$ cat config.mk
export PLATFORM = sky130hd
export DESIGN_NAME = btb_write_scheduler_flat
export DESIGN_NICKNAME = d
export VERILOG_FILES = /design/src/rtl/btb_write_scheduler_pkg.sv /design/src/rtl/btb_write_scheduler_if.sv /design/src/rtl/btb_write_scheduler_sync_fifo.sv /design/src/rtl/btb_write_scheduler.sv /design/src/flat_wrapper.sv
export SDC_FILE = /design/constraint.sdc
export NUM_CORES = 1
export LEC_CHECK = 0
export BUFFER_PORTS_ARGS = -buffer_cell sky130_fd_sc_hd__clkbuf_2
export CORE_MARGIN = 2
export CORE_UTILIZATION = 63
export CTS_CLUSTER_SIZE = 10
export DETAILED_ROUTE_END_ITERATION = 8
export GPL_ROUTABILITY_DRIVEN = 0
export PLACE_DENSITY_LB_ADDON = 0.08
export SYNTH_ARGS = -nofsm -noshare
export SYNTH_HDL_FRONTEND = slang
export SYNTH_SLANG_ARGS = --single-unit
$ cat constraint.sdc
create_clock -name clk -period 11.3 [get_ports clk]
set_input_delay 0.565 -clock clk [delete_from_list [all_inputs] [get_ports clk]]
set_output_delay 0.565 -clock clk [all_outputs]
set_load 0.05 [all_outputs]
$ cat src/rtl/btb_write_scheduler_pkg.sv
// Shared BTB geometry, entry field offsets and scheduler state encoding.
// Entry layout is {valid, state[1:0], tag[1:0], target[12:0]}.
package btb_write_scheduler_pkg;

    localparam int BTB_ADDR_W = 11;
    localparam int BTB_DATA_W = 18;
    localparam int BTB_DEPTH  = 4;
    localparam int BTB_CNT_W  = 8;

    localparam int BTB_TARGET_LSB = 0;
    localparam int BTB_TAG_LSB    = 13;
    localparam int BTB_STATE_LSB  = 15;
    localparam int BTB_VALID_BIT  = 17;

    typedef enum logic {
        ST_INIT = 1'b0,
        ST_RUN  = 1'b1
    } state_e;

endpackage

$ cat src/rtl/btb_write_scheduler_if.sv
// Request/BTB-write bundle between the update requesters and the write scheduler.
// master = requester side, slave = scheduler side.
interface btb_write_scheduler_if
    import btb_write_scheduler_pkg::*;
#(
    parameter int ADDR_W = BTB_ADDR_W,
    parameter int DATA_W = BTB_DATA_W,
    parameter int DEPTH  = BTB_DEPTH,
    parameter int CNT_W  = BTB_CNT_W
);
    localparam int LVL_W = $clog2(DEPTH) + 1;

    logic              flush;
    logic              e_wen;
    logic [ADDR_W-1:0] e_addr;
    logic [DATA_W-1:0] e_data;
    logic              d_wen;
    logic [ADDR_W-1:0] d_addr;
    logic [DATA_W-1:0] d_data;
    logic              btb_wen;
    logic [ADDR_W-1:0] btb_addr;
    logic [DATA_W-1:0] btb_data;
    logic              btb_ready;
    logic [CNT_W-1:0]  drop_count;
    logic [LVL_W-1:0]  fifo_level;

    modport master (
        output flush, e_wen, e_addr, e_data, d_wen, d_addr, d_data,
        input  btb_wen, btb_addr, btb_data, btb_ready, drop_count, fifo_level
    );

    modport slave (
        input  flush, e_wen, e_addr, e_data, d_wen, d_addr, d_data,
        output btb_wen, btb_addr, btb_data, btb_ready, drop_count, fifo_level
    );

endinterface

$ cat src/rtl/btb_write_scheduler_sync_fifo.sv
// Small register FIFO: up to two pushes and one pop per cycle, sync clear, level output.
// Head is combinational; a full FIFO may push into the slot freed by a same-cycle pop.
module btb_write_scheduler_sync_fifo #(
    parameter int WIDTH = 29,
    parameter int DEPTH = 4
) (
    input  logic                       clk,
    input  logic                       rst,
    input  logic                       clr_i,
    input  logic                       push0_i,
    input  logic [WIDTH-1:0]           dat0_i,
    input  logic                       push1_i,
    input  logic [WIDTH-1:0]           dat1_i,
    input  logic                       pop_i,
    output logic [WIDTH-1:0]           head_o,
    output logic [$clog2(DEPTH):0]     level_o,
    output logic                       empty_o
);
    localparam int PTR_W = $clog2(DEPTH);
    localparam int LVL_W = PTR_W + 1;
    localparam logic [PTR_W-1:0] PTR_ONE = PTR_W'(1);

    logic [WIDTH-1:0] mem_q [DEPTH];
    logic [PTR_W-1:0] rd_q, rd_d, wr_q, wr_d, wr1;
    logic [LVL_W-1:0] level_q, level_d;
    logic [1:0]       n_push;

    always_comb begin
        n_push  = {1'b0, push0_i} + {1'b0, push1_i};
        wr1     = push0_i ? (wr_q + PTR_ONE) : wr_q;
        wr_d    = wr_q + PTR_W'(n_push);
        rd_d    = rd_q + PTR_W'(pop_i);
        level_d = level_q + LVL_W'(n_push) - LVL_W'(pop_i);
        if (clr_i) begin
            wr_d    = '0;
            rd_d    = '0;
            level_d = '0;
        end
    end

    always_ff @(posedge clk or posedge rst) begin
        if (rst) begin
            rd_q    <= '0;
            wr_q    <= '0;
            level_q <= '0;
        end else begin
            rd_q    <= rd_d;
            wr_q    <= wr_d;
            level_q <= level_d;
        end
    end

    always_ff @(posedge clk) begin
        if (!clr_i) begin
            if (push0_i) mem_q[wr_q] <= dat0_i;
            if (push1_i) mem_q[wr1]  <= dat1_i;
        end
    end

    assign head_o  = mem_q[rd_q];
    assign level_o = level_q;
    assign empty_o = (level_q == '0);

endmodule

$ cat src/rtl/btb_write_scheduler.sv
// Sole owner of the BTB write port: clear sweep after reset/flush, then E-before-D updates.
// One registered write per cycle; an empty FIFO is bypassed; excess requests are dropped and counted.
module btb_write_scheduler
    import btb_write_scheduler_pkg::*;
#(
    parameter int ADDR_W = BTB_ADDR_W,
    parameter int DATA_W = BTB_DATA_W,
    parameter int DEPTH  = BTB_DEPTH,
    parameter int CNT_W  = BTB_CNT_W
) (
    input logic                  clk,
    input logic                  rst,
    btb_write_scheduler_if.slave bus
);
    localparam int LVL_W = $clog2(DEPTH) + 1;
    localparam int ENT_W = ADDR_W + DATA_W;
    localparam logic [LVL_W:0]    CAP_FULL = (LVL_W+1)'(DEPTH + 1);
    localparam logic [LVL_W:0]    CAP_ONE  = (LVL_W+1)'(1);
    localparam logic [LVL_W:0]    CAP_TWO  = (LVL_W+1)'(2);
    localparam logic [ADDR_W-1:0] ADDR_ONE = ADDR_W'(1);

    state_e            state_q, state_d;
    logic [ADDR_W-1:0] ptr_q, ptr_d;
    logic              wen_q, wen_d;
    logic [ADDR_W-1:0] addr_q, addr_d;
    logic [DATA_W-1:0] data_q, data_d;
    logic              ready_q, ready_d;
    logic [CNT_W-1:0]  drop_q, drop_d;

    logic              run_ok, e_acc, d_acc, e_rej, d_rej;
    logic              have_first, have_second;
    logic [ENT_W-1:0]  e_ent, d_ent, first_ent;
    logic [LVL_W:0]    cap;
    logic [1:0]        drop_inc;
    logic [CNT_W:0]    drop_sum;

    logic              f_push0, f_push1, f_pop, f_empty;
    logic [ENT_W-1:0]  f_dat0, f_dat1, f_head;
    logic [LVL_W-1:0]  f_level;

    assign e_ent = {bus.e_addr, bus.e_data};
    assign d_ent = {bus.d_addr, bus.d_data};

    // Capacity counts the slot that the output register frees this cycle.
    always_comb begin
        run_ok      = (state_q == ST_RUN) && !bus.flush;
        cap         = CAP_FULL - {1'b0, f_level};
        e_acc       = run_ok && bus.e_wen && (cap >= CAP_ONE);
        d_acc       = run_ok && bus.d_wen && (cap >= (e_acc ? CAP_TWO : CAP_ONE));
        e_rej       = run_ok && bus.e_wen && !e_acc;
        d_rej       = run_ok && bus.d_wen && !d_acc;
        have_first  = e_acc || d_acc;
        have_second = e_acc && d_acc;
        first_ent   = e_acc ? e_ent : d_ent;
        f_pop       = run_ok && !f_empty;
        f_push0     = 1'b0;
        f_push1     = 1'b0;
        f_dat0      = first_ent;
        f_dat1      = d_ent;
        if (f_empty) begin
            f_push0 = have_second;
            f_dat0  = d_ent;
        end else begin
            f_push0 = have_first;
            f_push1 = have_second;
        end
    end

    always_comb begin
        state_d = state_q;
        ptr_d   = ptr_q;
        wen_d   = 1'b0;
        addr_d  = addr_q;
        data_d  = data_q;
        case (state_q)
            ST_INIT: begin
                wen_d  = 1'b1;
                addr_d = ptr_q;
                data_d = '0;
                ptr_d  = ptr_q + ADDR_ONE;
                if (ptr_q == '1) state_d = ST_RUN;
            end
            ST_RUN: begin
                if (!f_empty) begin
                    wen_d            = 1'b1;
                    {addr_d, data_d} = f_head;
                end else if (have_first) begin
                    wen_d            = 1'b1;
                    {addr_d, data_d} = first_ent;
                end
            end
            default: state_d = ST_INIT;
        endcase
        if (bus.flush) begin
            state_d = ST_INIT;
            ptr_d   = '0;
            wen_d   = 1'b0;
            addr_d  = '0;
            data_d  = '0;
        end
        ready_d = (state_q == ST_RUN) && !bus.flush;
    end

    always_comb begin
        drop_inc = {1'b0, e_rej} + {1'b0, d_rej};
        drop_sum = {1'b0, drop_q} + {{(CNT_W-1){1'b0}}, drop_inc};
        drop_d   = drop_sum[CNT_W] ? '1 : drop_sum[CNT_W-1:0];
    end

    always_ff @(posedge clk or posedge rst) begin
        if (rst) begin
            state_q <= ST_INIT;
            ptr_q   <= '0;
            wen_q   <= 1'b0;
            addr_q  <= '0;
            data_q  <= '0;
            ready_q <= 1'b0;
            drop_q  <= '0;
        end else begin
            state_q <= state_d;
            ptr_q   <= ptr_d;
            wen_q   <= wen_d;
            addr_q  <= addr_d;
            data_q  <= data_d;
            ready_q <= ready_d;
            drop_q  <= drop_d;
        end
    end

    btb_write_scheduler_sync_fifo #(
        .WIDTH (ENT_W),
        .DEPTH (DEPTH)
    ) u_fifo (
        .clk     (clk),
        .rst     (rst),
        .clr_i   (bus.flush),
        .push0_i (f_push0),
        .dat0_i  (f_dat0),
        .push1_i (f_push1),
        .dat1_i  (f_dat1),
        .pop_i   (f_pop),
        .head_o  (f_head),
        .level_o (f_level),
        .empty_o (f_empty)
    );

    assign bus.btb_wen    = wen_q;
    assign bus.btb_addr   = addr_q;
    assign bus.btb_data   = data_q;
    assign bus.btb_ready  = ready_q;
    assign bus.drop_count = drop_q;
    assign bus.fifo_level = f_level;

endmodule

$ cat src/flat_wrapper.sv
// flat-port wrapper written by rule: the top's interface ports become plain ports
module btb_write_scheduler_flat import btb_write_scheduler_pkg::*;
#(
    parameter int ADDR_W = BTB_ADDR_W,
    parameter int DATA_W = BTB_DATA_W,
    parameter int DEPTH  = BTB_DEPTH,
    parameter int CNT_W  = BTB_CNT_W
)
  (clk, rst, bus_flush, bus_e_wen, bus_e_addr, bus_e_data, bus_d_wen, bus_d_addr, bus_d_data, bus_btb_wen, bus_btb_addr, bus_btb_data, bus_btb_ready, bus_drop_count, bus_fifo_level);
  btb_write_scheduler_if #(.ADDR_W(ADDR_W), .DATA_W(DATA_W), .DEPTH(DEPTH), .CNT_W(CNT_W)) bus_i ();
  input logic clk;
  input logic rst;
  input wire logic [$bits(bus_i.flush)-1:0] bus_flush;
  input wire logic [$bits(bus_i.e_wen)-1:0] bus_e_wen;
  input wire logic [$bits(bus_i.e_addr)-1:0] bus_e_addr;
  input wire logic [$bits(bus_i.e_data)-1:0] bus_e_data;
  input wire logic [$bits(bus_i.d_wen)-1:0] bus_d_wen;
  input wire logic [$bits(bus_i.d_addr)-1:0] bus_d_addr;
  input wire logic [$bits(bus_i.d_data)-1:0] bus_d_data;
  output wire logic [$bits(bus_i.btb_wen)-1:0] bus_btb_wen;
  output wire logic [$bits(bus_i.btb_addr)-1:0] bus_btb_addr;
  output wire logic [$bits(bus_i.btb_data)-1:0] bus_btb_data;
  output wire logic [$bits(bus_i.btb_ready)-1:0] bus_btb_ready;
  output wire logic [$bits(bus_i.drop_count)-1:0] bus_drop_count;
  output wire logic [$bits(bus_i.fifo_level)-1:0] bus_fifo_level;
  assign bus_i.flush = bus_flush;
  assign bus_i.e_wen = bus_e_wen;
  assign bus_i.e_addr = bus_e_addr;
  assign bus_i.e_data = bus_e_data;
  assign bus_i.d_wen = bus_d_wen;
  assign bus_i.d_addr = bus_d_addr;
  assign bus_i.d_data = bus_d_data;
  assign bus_btb_wen = bus_i.btb_wen;
  assign bus_btb_addr = bus_i.btb_addr;
  assign bus_btb_data = bus_i.btb_data;
  assign bus_btb_ready = bus_i.btb_ready;
  assign bus_drop_count = bus_i.drop_count;
  assign bus_fifo_level = bus_i.fifo_level;
  btb_write_scheduler #(.ADDR_W(ADDR_W), .DATA_W(DATA_W), .DEPTH(DEPTH), .CNT_W(CNT_W)) u_core (.clk(clk), .rst(rst), .bus(bus_i));
endmodule
==> summary.md <==
| Metric | Value |
|---|---|
| WP data required | `11600 ps` |
| Fin util | `0.737` |
| WP depth | `19` |
| Nets | `814` |
| Clk pin slew, worst setup/hold paths | `70 ps` |
| Peak VDD IR | `0.105 mV` |
| Total negative slack | `0 ps` |
| Die H | `124 um` |
| DRC | `0` |
| Starting density of the core | `0.649` |
| First-pass GRT wire length | `31.8 mm` |
| Number of synthesized register bits | `174` |
| Crit Path Max Fanout | `32` |
| Synth warn | `0` |
| Yosys cell types | `48` |
| Slowest CP cell | `dfrtp_1` |
| Cell Area, Synth | `9080 sq um` |
| I/O Buffers | `104` |
| N_diodes | `0` |
| Hold crit path type | `input pin to asynchronous set/reset pin` |
| Grt ovf | `0` |
| Tmin final | `5230 ps` |
| Cell repeated most along the worst path | `ha_1` |
| # setup viols final | `0` |
| Vias | `5827` |
| Drt wl/cell | `22.0 um` |
| Crit path arrival time | `5530 ps` |
| Post-cts sizing count | `0` |
| Status | `completed` |
| Vias per cell | `6.29` |
| RSZ-0062 raised after global routing | `no` |
| Worst Reg-to-Reg Cells | `19` |
| Htree depth | `4` |
| Fmax | `191 MHz` |
| CP delay by family, top | `adder cells` |
| Setup WS post-layout | `6070 ps` |
| Synthesized Nets | `717` |
| Synthesized netlist cell count | `637` |
| Max Cap Viol | `0` |
| Die Area | `15400 sq um` |
| Io pins | `105` |
| Critical path startpoint category | `register` |
| Power Dens Cells | `128 nW/um^2` |
| Commonest non-fill, non-tap cell in the layout | `edfxtp_1` |
| All-Layer GR Usage | `0.280` |
| ANT nets after route | `0` |
| Vias in the first global route | `5821` |
| CP Cell Sequence | `inv_1 > ha_1 > o31ai_2 > and3_4 > inv_2 > ha_1 > nand2b_1 > a211o_1 > and3_1 > maj3_1 > ha_1 > inv_1 > ha_1 > inv_1 > ha_1 > inv_1 > fa_1 > xnor2_1 > nor2_1` |
| Async SR Flop Fraction | `0.333` |
| Pre-Repair DR Iteration Count | `5` |
| Post-synth EDFFs | `116` |
| CP Capture Type | `register` |
| CTS tree | `yes` |
| Die W | `124 um` |
| Clock Path Buffers | `2` |
| Worst slew pin tran | `1230 ps` |
| Fin. Hold Viols | `0` |
| Core Box Area | `14000 sq um` |
| Buf/Inv on CP | `5` |
| Layout area overhead | `13.6%` |
| R2r setup slk | `6070 ps` |
| Overall power | `1320 uW` |
| Sequential area share after synthesis | `0.543` |
| Rows | `43` |
| Prevailing post-synth register cell | `edfxtp_1` |
| Clk sink count | `174` |
| Synthesized area per cell | `14.3 sq um` |
| Clock Latency Late Sink | `430 ps` |
| Worst Skew | `7.68 ps` |
| Layout cells sized above 1 | `0.408` |
| Cts hold-fix bufs | `0` |
| Fillers | `934` |
| CTS Buf Count | `17` |
| Postcts setup bufs | `0` |
| Root buffer cell | `clkbuf_16` |
| Post-Route WL | `20.4 mm` |
| Initial antenna violation count | `0` |
| DP Worst Slack | `5990 ps` |
| Critical path type | `register to register` |
| Detailed placer's ending HPWL | `12.4 mm` |
| Final period util | `0.463` |
| Leak | `0.00422 uW` |
| Largest stage delay, worst path | `500 ps` |
| Starting DRC count in detailed routing | `431` |
| Pins Over Slew Limit | `0` |
| Largest net degree at the start of global routing | `59` |
| Slew headroom | `0.182` |
| Commonest non-fill, non-tap cells in the layout | `edfxtp_1, clkbuf_2, mux2_2` |
==> where the power goes <==
part	total [uW]	internal (uW)	switching [uW]	leakage, uW
logic	68.5	32.0	36.4	0.00210
registers	685	683	1.99	0.00183
clock network	569	320	249	0.000290
total	1320	1030	287	0.00422
==> kinds of logic (layout without fill, tap and decap cells) <==
kind of cell / Yosys count / in the layout / share of synthesized area
xor+xnor: 14 / 14 / 0.0135
flops: 174 / 174 / 0.543
simple gates: 127 / 127 / 0.0674
fa+ha+maj: 18 / 18 / 0.0262
buf+inv: 64 / 174 / 0.0373
compound gates: 82 / 82 / 0.0698
mux: 158 / 158 / 0.242
==> final cells by class <==
| class | count | area, sq um | share of cell area |
|---|---|---|---|
| multi-input cells | 399 | 3860 | 0.374 |
| flip-flops and latches | 174 | 4940 | 0.479 |
| well taps | 180 | 225 | 0.0218 |
| inverters | 25 | 96.3 | 0.00934 |
| clock inverters | 11 | 78.8 | 0.00764 |
| clock buffers | 21 | 503 | 0.0488 |
| repair buffers | 117 | 618 | 0.0599 |
==> synth_stat cells, types with 2 or more instances <==
cell,number,area share
o31ai_1,3,0.0025
or3_1,3,0.0021
inv_1,23,0.0095
and4_1,6,0.0058
edfxtp_1,116,0.38
mux2_1,4,0.0050
a31oi_1,23,0.016
nand3_1,13,0.0072
nor2_1,36,0.015
buf_2,11,0.0061
xor2_1,6,0.0058
buf_6,9,0.011
nor2b_1,9,0.0062
a21oi_1,4,0.0022
nor3_2,2,0.0022
clkbuf_1,14,0.0058
a22o_1,29,0.028
o21ai_0,6,0.0033
xnor2_1,8,0.0077
a32o_1,4,0.0044
nand2_1,46,0.019
and3_1,2,0.0014
mux2_4,30,0.050
mux4_2,29,0.072
fa_1,2,0.0044
o221ai_1,9,0.0087
nand2b_1,2,0.0014
dfrtp_1,58,0.16
ha_1,15,0.021
mux2_2,82,0.10
buf_4,4,0.0033
mux2i_1,13,0.014
==> worst min-delay path: stages <==
cell,delay [ps]
clkbuf_2,90
inv_2,40
buf_4,610
==> routing by layer <==
layer / up-vias / GRT usage / wire length (um)
li1: 2638 / - / -
met1: 2941 / 0.384 / 8910
met2: 216 / 0.449 / 9820
met3: 32 / 0.0536 / 1260
met4: 0 / 0.103 / 378
met5: - / 0 / 0
==> flip-flops by register name (all words and copies together) (netlist names) <==
signal,flops
u_core.bus.btb_addr,11
u_core.bus.btb_data,18
u_core.bus.btb_ready,1
u_core.bus.btb_wen,1
u_core.bus.drop_count,8
u_core.ptr_q,11
u_core.state_q,1
u_core.u_fifo.level_o,3
u_core.u_fifo.mem_q,116
u_core.u_fifo.rd_q,2
u_core.u_fifo.wr_q,2
==> path summary, 6_finish.rpt <==
path,from,end
min in group clk,bus_d_addr[8],u_core.u_fifo.mem_q[1][26]
setup / recovery,u_core.u_fifo.level_o[1],u_core.u_fifo.level_o[2]
hold / removal,rst,u_core.bus.btb_addr[6]
max in group asynchronous,rst,u_core.u_fifo.rd_q[0]
hold reg to reg,u_core.bus.btb_addr[0],u_core.bus.btb_addr[0]
setup reg to reg,u_core.u_fifo.level_o[1],u_core.u_fifo.level_o[2]
==> through the flow <==
| stage | cells | area, sq um | hold slack, ps |
|---|---|---|---|
| 2_1_floorplan | 637 | 9080 | 511 |
| 3_3_place_gp | 895 | 9730 | 487 |
| 3_5_place_dp | 895 | 9730 | 489 |
| 4_1_cts | 927 | 10300 | 362 |
| 5_1_grt | 927 | 10300 | 409 |
| 6_report | 927 | 10300 | 344 |
(Power assumes the default switching activity.)
